### src/rtl/uart_bus_master_pkg.sv
// Shared byte constants and main FSM encoding for uart_bus_master.
// Command, reply and checksum-error bytes travel on the UART link.
package uart_bus_master_pkg;

    localparam logic [7:0] CmdWrite   = 8'h57;
    localparam logic [7:0] CmdRead    = 8'h52;
    localparam logic [7:0] RspOk      = 8'h4B;
    localparam logic [7:0] RspUnknown = 8'h3F;
    localparam logic [7:0] RspChkErr  = 8'h21;

    typedef enum logic [2:0] {
        StIdle,
        StAddr,
        StData,
        StChk,
        StBus,
        StReply
    } main_state_e;

endpackage

### src/rtl/uart_byte_phy.sv
// 8N1 byte PHY: rx synchronizer and deserializer (byte_valid / frame_err pulses)
// plus a tx serializer with a start/ready handshake and a done pulse.
module uart_byte_phy #(
    parameter int unsigned BIT_CYC = 10
) (
    input  logic       clk,
    input  logic       rst,
    input  logic       rx,
    output logic [7:0] rx_data,
    output logic       byte_valid,
    output logic       frame_err,
    input  logic       tx_start,
    input  logic [7:0] tx_data,
    output logic       tx_ready,
    output logic       tx_done,
    output logic       tx
);

    localparam int unsigned CntW = $clog2(BIT_CYC);
    localparam logic [CntW-1:0] LastCnt = CntW'(BIT_CYC - 1);
    localparam logic [CntW-1:0] HalfCnt = CntW'(BIT_CYC / 2 - 1);

    typedef enum logic [1:0] {RxHunt, RxStart, RxData, RxStop} rx_state_e;

    logic            rx_meta, rx_sync, rx_prev;
    rx_state_e       rx_state_q, rx_state_d;
    logic [CntW-1:0] rx_cnt_q, rx_cnt_d;
    logic [2:0]      rx_bit_q, rx_bit_d;
    logic [7:0]      rx_sh_q, rx_sh_d;

    logic            tx_active_q, tx_active_d;
    logic [CntW-1:0] tx_cnt_q, tx_cnt_d;
    logic [3:0]      tx_bit_q, tx_bit_d;
    logic [9:0]      tx_sh_q, tx_sh_d;

    always_ff @(posedge clk or posedge rst) begin
        if (rst) begin
            rx_meta     <= 1'b1;
            rx_sync     <= 1'b1;
            rx_prev     <= 1'b1;
            rx_state_q  <= RxHunt;
            rx_cnt_q    <= '0;
            rx_bit_q    <= '0;
            rx_sh_q     <= '0;
            tx_active_q <= 1'b0;
            tx_cnt_q    <= '0;
            tx_bit_q    <= '0;
            tx_sh_q     <= '1;
        end else begin
            rx_meta     <= rx;
            rx_sync     <= rx_meta;
            rx_prev     <= rx_sync;
            rx_state_q  <= rx_state_d;
            rx_cnt_q    <= rx_cnt_d;
            rx_bit_q    <= rx_bit_d;
            rx_sh_q     <= rx_sh_d;
            tx_active_q <= tx_active_d;
            tx_cnt_q    <= tx_cnt_d;
            tx_bit_q    <= tx_bit_d;
            tx_sh_q     <= tx_sh_d;
        end
    end

    always_comb begin
        rx_state_d = rx_state_q;
        rx_cnt_d   = rx_cnt_q + 1'b1;
        rx_bit_d   = rx_bit_q;
        rx_sh_d    = rx_sh_q;
        byte_valid = 1'b0;
        frame_err  = 1'b0;
        unique case (rx_state_q)
            RxHunt: begin
                rx_cnt_d = '0;
                if (rx_prev && !rx_sync) rx_state_d = RxStart;
            end
            RxStart: begin
                if (rx_cnt_q == HalfCnt) begin
                    rx_cnt_d   = '0;
                    rx_bit_d   = '0;
                    rx_state_d = rx_sync ? RxHunt : RxData;
                end
            end
            RxData: begin
                if (rx_cnt_q == LastCnt) begin
                    rx_cnt_d = '0;
                    rx_sh_d  = {rx_sync, rx_sh_q[7:1]};
                    rx_bit_d = rx_bit_q + 3'd1;
                    if (rx_bit_q == 3'd7) rx_state_d = RxStop;
                end
            end
            RxStop: begin
                if (rx_cnt_q == LastCnt) begin
                    rx_state_d = RxHunt;
                    byte_valid = rx_sync;
                    frame_err  = !rx_sync;
                end
            end
            default: rx_state_d = RxHunt;
        endcase
    end

    assign rx_data  = rx_sh_q;
    assign tx_done  = tx_active_q && (tx_cnt_q == LastCnt) && (tx_bit_q == 4'd9);
    // A new byte may be loaded in the last stop-bit cycle so frames run back to back.
    assign tx_ready = !tx_active_q || tx_done;
    assign tx       = tx_sh_q[0];

    always_comb begin
        tx_active_d = tx_active_q;
        tx_cnt_d    = tx_cnt_q;
        tx_bit_d    = tx_bit_q;
        tx_sh_d     = tx_sh_q;
        if (tx_active_q) begin
            tx_cnt_d = tx_cnt_q + 1'b1;
            if (tx_cnt_q == LastCnt) begin
                tx_cnt_d = '0;
                tx_bit_d = tx_bit_q + 4'd1;
                tx_sh_d  = {1'b1, tx_sh_q[9:1]};
                if (tx_bit_q == 4'd9) tx_active_d = 1'b0;
            end
        end
        if (tx_start && tx_ready) begin
            tx_active_d = 1'b1;
            tx_cnt_d    = '0;
            tx_bit_d    = '0;
            tx_sh_d     = {1'b1, tx_data, 1'b0};
        end
    end

endmodule

### src/rtl/uart_bus_master.sv
// UART-driven single-beat bus initiator: 'W' A3..A0 D3..D0 writes, 'R' A3..A0 reads.
// Optional trailing XOR checksum byte when UART_BUS_MASTER_CHECKSUM_EN is defined.
module uart_bus_master
    import uart_bus_master_pkg::*;
#(
    parameter int unsigned CLOCK_FREQ  = 62500000,
    parameter int unsigned BAUD_RATE   = 115200,
    parameter int unsigned GAP_TIMEOUT = 1000000
) (
    input  logic        clk,
    input  logic        rst,
    input  logic        rx,
    output logic        tx,
    output logic [31:0] a,
    output logic [31:0] d,
    output logic        we,
    output logic        rd,
    input  logic [31:0] spo,
    input  logic        ready,
    output logic        busy
);

    localparam int unsigned BIT_CYC = CLOCK_FREQ / BAUD_RATE;
    localparam logic [31:0] GapLast = 32'(GAP_TIMEOUT - 1);

    logic [7:0]  rx_data, tx_byte;
    logic        byte_valid, frame_err, tx_start, tx_ready, tx_done, abort;

    main_state_e state_q, state_d;
    logic [1:0]  byte_cnt_q, byte_cnt_d;
    logic        is_write_q, is_write_d;
    logic [31:0] addr_q, addr_d, data_q, data_d;
    logic [31:0] a_q, a_d, d_q, d_d;
    logic        we_q, we_d, rd_q, rd_d, busy_q, busy_d;
    logic [31:0] rsp_q, rsp_d;
    logic [2:0]  rsp_cnt_q, rsp_cnt_d;
    logic [31:0] gap_q, gap_d;
`ifdef UART_BUS_MASTER_CHECKSUM_EN
    logic [7:0]  chk_q, chk_d;
`endif

    uart_byte_phy #(
        .BIT_CYC (BIT_CYC)
    ) u_phy (
        .clk        (clk),
        .rst        (rst),
        .rx         (rx),
        .rx_data    (rx_data),
        .byte_valid (byte_valid),
        .frame_err  (frame_err),
        .tx_start   (tx_start),
        .tx_data    (tx_byte),
        .tx_ready   (tx_ready),
        .tx_done    (tx_done),
        .tx         (tx)
    );

    assign abort = !byte_valid && (frame_err || gap_q == GapLast);

    always_ff @(posedge clk or posedge rst) begin
        if (rst) begin
            state_q    <= StIdle;
            byte_cnt_q <= '0;
            is_write_q <= 1'b0;
            addr_q     <= '0;
            data_q     <= '0;
            a_q        <= '0;
            d_q        <= '0;
            we_q       <= 1'b0;
            rd_q       <= 1'b0;
            busy_q     <= 1'b0;
            rsp_q      <= '0;
            rsp_cnt_q  <= '0;
            gap_q      <= '0;
`ifdef UART_BUS_MASTER_CHECKSUM_EN
            chk_q      <= '0;
`endif
        end else begin
            state_q    <= state_d;
            byte_cnt_q <= byte_cnt_d;
            is_write_q <= is_write_d;
            addr_q     <= addr_d;
            data_q     <= data_d;
            a_q        <= a_d;
            d_q        <= d_d;
            we_q       <= we_d;
            rd_q       <= rd_d;
            busy_q     <= busy_d;
            rsp_q      <= rsp_d;
            rsp_cnt_q  <= rsp_cnt_d;
            gap_q      <= gap_d;
`ifdef UART_BUS_MASTER_CHECKSUM_EN
            chk_q      <= chk_d;
`endif
        end
    end

    always_comb begin
        state_d    = state_q;
        byte_cnt_d = byte_cnt_q;
        is_write_d = is_write_q;
        addr_d     = addr_q;
        data_d     = data_q;
        a_d        = a_q;
        d_d        = d_q;
        we_d       = we_q;
        rd_d       = rd_q;
        busy_d     = busy_q;
        rsp_d      = rsp_q;
        rsp_cnt_d  = rsp_cnt_q;
        gap_d      = '0;
        tx_start   = 1'b0;
        tx_byte    = rsp_q[31:24];
`ifdef UART_BUS_MASTER_CHECKSUM_EN
        chk_d      = chk_q;
        if (byte_valid) chk_d = chk_q ^ rx_data;
`endif
        unique case (state_q)
            // The command byte is decoded on arrival; '?' starts transmitting at once.
            StIdle: begin
                if (byte_valid) begin
                    busy_d     = 1'b1;
                    byte_cnt_d = '0;
`ifdef UART_BUS_MASTER_CHECKSUM_EN
                    chk_d      = rx_data;
`endif
                    if (rx_data == CmdWrite || rx_data == CmdRead) begin
                        is_write_d = (rx_data == CmdWrite);
                        state_d    = StAddr;
                    end else begin
                        tx_start  = 1'b1;
                        tx_byte   = RspUnknown;
                        rsp_cnt_d = '0;
                        state_d   = StReply;
                    end
                end
            end
            StAddr: begin
                gap_d = gap_q + 32'd1;
                if (abort) begin
                    state_d = StIdle;
                    busy_d  = 1'b0;
                end else if (byte_valid) begin
                    gap_d      = '0;
                    addr_d     = {addr_q[23:0], rx_data};
                    byte_cnt_d = byte_cnt_q + 2'd1;
                    if (byte_cnt_q == 2'd3) begin
                        if (is_write_q) begin
                            state_d = StData;
                        end else begin
`ifdef UART_BUS_MASTER_CHECKSUM_EN
                            state_d = StChk;
`else
                            a_d     = {addr_q[23:0], rx_data};
                            rd_d    = 1'b1;
                            state_d = StBus;
`endif
                        end
                    end
                end
            end
            StData: begin
                gap_d = gap_q + 32'd1;
                if (abort) begin
                    state_d = StIdle;
                    busy_d  = 1'b0;
                end else if (byte_valid) begin
                    gap_d      = '0;
                    data_d     = {data_q[23:0], rx_data};
                    byte_cnt_d = byte_cnt_q + 2'd1;
                    if (byte_cnt_q == 2'd3) begin
`ifdef UART_BUS_MASTER_CHECKSUM_EN
                        state_d = StChk;
`else
                        a_d     = addr_q;
                        d_d     = {data_q[23:0], rx_data};
                        we_d    = 1'b1;
                        state_d = StBus;
`endif
                    end
                end
            end
`ifdef UART_BUS_MASTER_CHECKSUM_EN
            StChk: begin
                gap_d = gap_q + 32'd1;
                if (abort) begin
                    state_d = StIdle;
                    busy_d  = 1'b0;
                end else if (byte_valid) begin
                    gap_d = '0;
                    if (rx_data == chk_q) begin
                        a_d     = addr_q;
                        state_d = StBus;
                        if (is_write_q) begin
                            d_d  = data_q;
                            we_d = 1'b1;
                        end else begin
                            rd_d = 1'b1;
                        end
                    end else begin
                        tx_start  = 1'b1;
                        tx_byte   = RspChkErr;
                        rsp_cnt_d = '0;
                        state_d   = StReply;
                    end
                end
            end
`endif
            StBus: begin
                if (ready) begin
                    we_d    = 1'b0;
                    rd_d    = 1'b0;
                    state_d = StReply;
                    if (rd_q) begin
                        rsp_d     = spo;
                        rsp_cnt_d = 3'd4;
                    end else begin
                        rsp_d     = {RspOk, 24'h0};
                        rsp_cnt_d = 3'd1;
                    end
                end
            end
            StReply: begin
                if (tx_ready && rsp_cnt_q != 3'd0) begin
                    tx_start  = 1'b1;
                    rsp_d     = {rsp_q[23:0], 8'h00};
                    rsp_cnt_d = rsp_cnt_q - 3'd1;
                end else if (tx_done) begin
                    state_d = StIdle;
                    busy_d  = 1'b0;
                end
            end
            default: begin
                state_d = StIdle;
                busy_d  = 1'b0;
            end
        endcase
    end

    assign a    = a_q;
    assign d    = d_q;
    assign we   = we_q;
    assign rd   = rd_q;
    assign busy = busy_q;

endmodule

### config.mk
export PLATFORM = sky130hd
export DESIGN_NAME = uart_bus_master
export DESIGN_NICKNAME = d
export VERILOG_FILES = /design/src/rtl/uart_bus_master_pkg.sv /design/src/rtl/uart_byte_phy.sv /design/src/rtl/uart_bus_master.sv
export SDC_FILE = /design/constraint.sdc
export NUM_CORES = 1
export LEC_CHECK = 0
export ABC_AREA = 1
export CORE_UTILIZATION = 50
export DETAILED_ROUTE_END_ITERATION = 12
export PLACE_DENSITY_LB_ADDON = 0.3
export SYNTH_ARGS = -nofsm -noshare
export SYNTH_HDL_FRONTEND = slang
export SYNTH_SLANG_ARGS = --single-unit
### constraint.sdc
create_clock -name clk -period 19.7 [get_ports clk]
set_input_delay 5.91 -clock clk [delete_from_list [all_inputs] [get_ports clk]]
set_output_delay 5.91 -clock clk [all_outputs]
set_load 0.1 [all_outputs]
* Word level (Yosys, flattened, before mapping)
Cells that the tools add are included.
** Storage, ports and cells
- Register bits :: 247
- Logic and storage cells :: 205
- Output and inout port bits :: 68
** Cells by class
- Bitwise gates (word level) :: 2
- Eq/ne operators :: 41
- Reduce and logical (&&, ||, !) cells :: 41
- Add/sub/neg operators :: 7
- Muxes and demuxes :: 90
** Operators by type and width (number)
- two-way mux 32 bit :: 13
- one-hot mux 32 bit (2 select lines) :: 2
- two-way mux 10 bit :: 8
- two-way mux 3 bit :: 19
- adder 32 x 1 -> 32 bit, second input constant :: 1
- equality test 32 x 20 -> 1 bit, second input constant :: 1
- one-hot mux 10 bit (3 select lines) :: 1
- != test 2 bit, second input constant :: 13
- two-way mux 8 bit :: 3
- two-way mux 1 bit :: 23
- adder 10 x 1 -> 10 bit, second input constant :: 2
- equality test 10 bit, second input constant :: 2
- AND reduction 5 bit :: 4
- two-way mux 2 bit :: 9
- equality test 8 x 7 -> 1 bit, second input constant :: 2
- != test 2 x 1 -> 1 bit, second input constant :: 8
- AND reduction 8 bit :: 2
- nonzero test 2 bit :: 8
- one-hot mux 3 bit (5 select lines) :: 1
- AND reduction 3 bit :: 5
- two-way mux 4 bit :: 3
- != test 3 bit, second input constant :: 4
- equality test 10 x 9 -> 1 bit, second input constant :: 1
- equality test 3 bit, second input constant :: 3
- other kinds (26) :: 43

* Logic depth before layout (Yosys ltp)
- Depth in word-level cells :: 10
- Mapped depth :: 14
- Depth with buffers taken out :: 13

* Hierarchy
A second synthesis with hierarchy kept.
** Unflattened totals
- Cells, all modules :: 1345
- Area, all modules :: 11454.7 sq um
** Modules (own cells, without submodules)
- uart_bus_master :: area each 8809.7 sq um, seq. area each 4904.7 sq um, instances 1, cells an instance 1020
- uart_byte_phy :: area each 2645.0 sq um, seq. area each 1266.2 sq um, instances 1, cells an instance 325

* Worst setup path before layout
Ideal clock, no wire load.
- Kind :: register -> output
- From :: reg rd_q, in the netlist rd
- To :: out rd
- Data required time :: 13.790 ns
- Arrival :: 0.926 ns
- Cell stages (with the launch flop) :: 1
- Path slack :: 12.864 ns
- Buffers on the path :: 0
- Path through :: dfrtp_1
** RTL lines
- start: declaration :: RTL line uart_bus_master.sv:34 : logic we_q, we_d, rd_q, rd_d, busy_q, busy_d;
- start signal: assignment :: RTL line uart_bus_master.sv:87 : rd_q <= rd_d;
- end: declaration :: RTL line uart_bus_master.sv:17 : output logic rd,
No word-level cell between the ends.

* Final worst setup path
- From :: reg u_phy.tx_sh_q[0]
- To :: out tx
** RTL lines
- start: declaration :: RTL line uart_byte_phy.sv:34 : logic [9:0] tx_sh_q, tx_sh_d;
- start signal: assignment :: RTL line uart_byte_phy.sv:60 : tx_sh_q <= tx_sh_d;
- end: declaration :: RTL line uart_bus_master.sv:13 : output logic tx,
No word-level cell between the ends.

==> flow_summary.ini <==
[status]
outcome = finished clean

[worst_setup_path]
required_ns = 13.79
path_class = flip-flop to output pin
worstPathMaxFanout = 2
crit_arrival_ns = 2.17
r2r_slack_ns = 16.01
endpoint_kind = output pin
crit_buf_inv = 1
critical-path-top-delay-family = buffers and inverters
start_kind = flip-flop
critPathMaxStageDelay_ns = 1.12
crit_chain = clkdlybuf4s50_1
cp_slowest_cell = clkdlybuf4s50_1

[cts]
cts.sinks = 246
cts.repair.resized = 0
cts.htree.levels = 1
cts_tree = built
clockBufferDepth = 3
postCtsSetupRepairBufs = 0
clk_pin_slew_ns = 0.06
clk_latency_ns = 0.52
cts_buffers = 26
root_buffer = clkbuf_16
ctsHoldBuffers = 0

[placed_design]
numPortBuffers = 103
gp_congestion = 0.8092
place_hpwl_um = 15910

[logic_synthesis]
syn_nets = 1430
yosys.area.top_type = dfrtp_1
synth-edff-count = 0
ys_seq_area_share_pct = 53.35
synth_cell_types = 48
netlist_top_cells_area = dfrtp_1, nand2_1, o21ai_0, inv_1, nor2_1
synth-main-ff-cell = dfrtp_1
netlist_area_mm2 = 0.01157
syn_avg_cell_area_um2 = 8.375
yosys_warnings = 0
synth-seq-cells = 246
syn_inst = 1381
synth_top_cell_area_share_pct = 50.63
ys_async_sr_fraction_pct = 100.0

[pwr]
p_total_mw = 1.070
swShare_pct = 21.13
p_sw_mw = 0.2262
power_density_mw_per_mm2 = 78.58
p_seq_share_pct = 48.0
peakVddDrop_mv = 0.06250
clkPwrFrac_pct = 48.6
p_int_mw = 0.8440
combPwrFrac_pct = 3.5
p_leak_nw = 5.907

[floorplanning]
die_area_mm2 = 0.02374
chipHeight_um = 154.1
die_w_um = 154.1
io_pins = 104
core_area_mm2 = 0.02264
initial_core_util_pct = 51.09
rows = 55

[global_route]
grt_pass1_vias = 8732
grt_pass1_wl_um = 41920
grt-ovfl-total = 0
antenna_found_initial = 0
grt_max_degree = 123
gr-usage-all-layers_pct = 21.27

[timing]
drv_slew = 0
worst-slew-pin-transition_ns = 1.214
finalSetupViolCount = 0
skew_ns = 0.008868
maxSlewHeadroom_pct = 18.87
setup_tns_ns = 0
fmax_mhz = 123.8
fin_crit_ns = 8.076
hold_viol = 0
finalCritPeriodShare_pct = 40.99
rsz0062_at_grt = no

[detailed_routing]
viasPerCell = 5.200
remaining_drc_errors = 0
drt_pass1_iterations = 5
antenna_left = 0
drtIter0Drc = 530
wl_um = 24420
vias = 9172
avgRoutedWirePerCell_um = 13.84

[final_layout]
final_layout_size_suffix_gt1_share_pct = 6.694
fin_nets = 1508
area_delta_synth_final_pct = 17.74
antenna_cells = 0
layout_common_cells = nand2_1, dfrtp_1, o21ai_0
layout_commonest_cell = nand2_1

[run]
max_cap_viol_count = 0

[worst_hold_path]
hp-class = flip-flop to flip-flop
-- synthesized netlist by cell type (2+ instances only) --
library cell / instances
o22ai_1: 3
buf_4: 8
inv_1: 148
o21ai_0: 154
nor3_4: 2
dfstp_2: 12
o211ai_1: 13
nor2_2: 7
nor2_1: 125
nor2_4: 3
nand3_1: 62
ha_1: 13
nor4_1: 2
xnor2_1: 3
nand2_2: 10
a21oi_1: 51
o22a_1: 4
nand2_1: 324
a22oi_1: 20
inv_2: 7
nand3b_1: 5
clkbuf_1: 24
nand2_4: 3
nand4_1: 21
buf_2: 21
nor3b_1: 2
o21ai_1: 39
buf_6: 3
xor2_1: 12
dfrtp_1: 234
nor3_1: 29
-- area by class of cell --
cell class,instances,area (µm²)
clock buffers,38,767.0
flip-flops and latches,246,6171
fillers,2012,9022
clock inverters,10,152.6
multi-input cells,921,4508
repair buffers,107,1061
well taps,285,356.6
inverters,157,601.8
-- layer usage --
metal	vias up	track usage [%]	wire, µm
met5	-	0	0
met4	0	4.952	354
met3	28	2.762	964
met2	193	34.89	11470
met1	4292	30.10	11630
li1	4659	-	-
-- power by group through the flow --
stage / clock (mW) / combinational [mW] / sequential [mW]
final: 0.520 / 0.0372 / 0.513
after global routing: 0.550 / 0.0425 / 0.514
after CTS: 0.530 / 0.0382 / 0.513
after detailed placement: 0 / 0.0378 / 0.522
after global placement: 0 / 0.0375 / 0.522
after floorplan: 0 / 0.0224 / 0.522
-- cell families after synthesis --
group | synth area share (%)
xor gates and xnor gates | 1.136
muxes | 0.1839
AOI/OAI and AO/OA | 13.64
buffers and inverters | 7.670
DFF | 53.35
adders and majority gates | 1.406
and+or+nand+nor | 22.61
-- sequential cells by signal (all words and copies together) (netlist names), 3 cells and up, named ones only --
register,count
u_phy.tx_sh_q,9
addr_q,32
u_phy.tx_bit_q,4
u_phy.rx_bit_q,3
rsp_cnt_q,3
state_q,3
gap_q,32
d,32
data_q,24
u_phy.rx_data,8
rsp_q,32
u_phy.rx_cnt_q,10
u_phy.tx_cnt_q,10
a,32
-- through the flow --
stage | utilization, % | hold WS, ns | area (µm²) | instances | worst slack, ns
after floorplan | - | 0.3452 | 11570 | 1381 | 7.052
after global placement | 56.09 | 0.3455 | 12700 | 1716 | 10.99
after detailed placement | 56.09 | 0.3566 | 12700 | 1716 | 10.97
after CTS | 60.15 | 0.3640 | 13620 | 1764 | 11.54
after global routing | 60.15 | 0.3610 | 13620 | 1764 | 11.23
final | 60.15 | 0.3634 | 13620 | 1764 | 11.62
-- path summary, 6_finish.rpt --
kind                                        from             to  cells after the start
worst max-delay path            u_phy.tx_sh_q[0]             tx                      1
worst min-delay path               u_phy.rx_meta  u_phy.rx_sync                      0
worst max register to register        state_q[2]           d[0]                      6
worst min register to register     u_phy.rx_meta  u_phy.rx_sync                      0
max in group asynchronous                    rst      gap_q[20]                      4
min in group asynchronous                    rst     addr_q[19]                      2
Power figures use the tool's default switching activity.
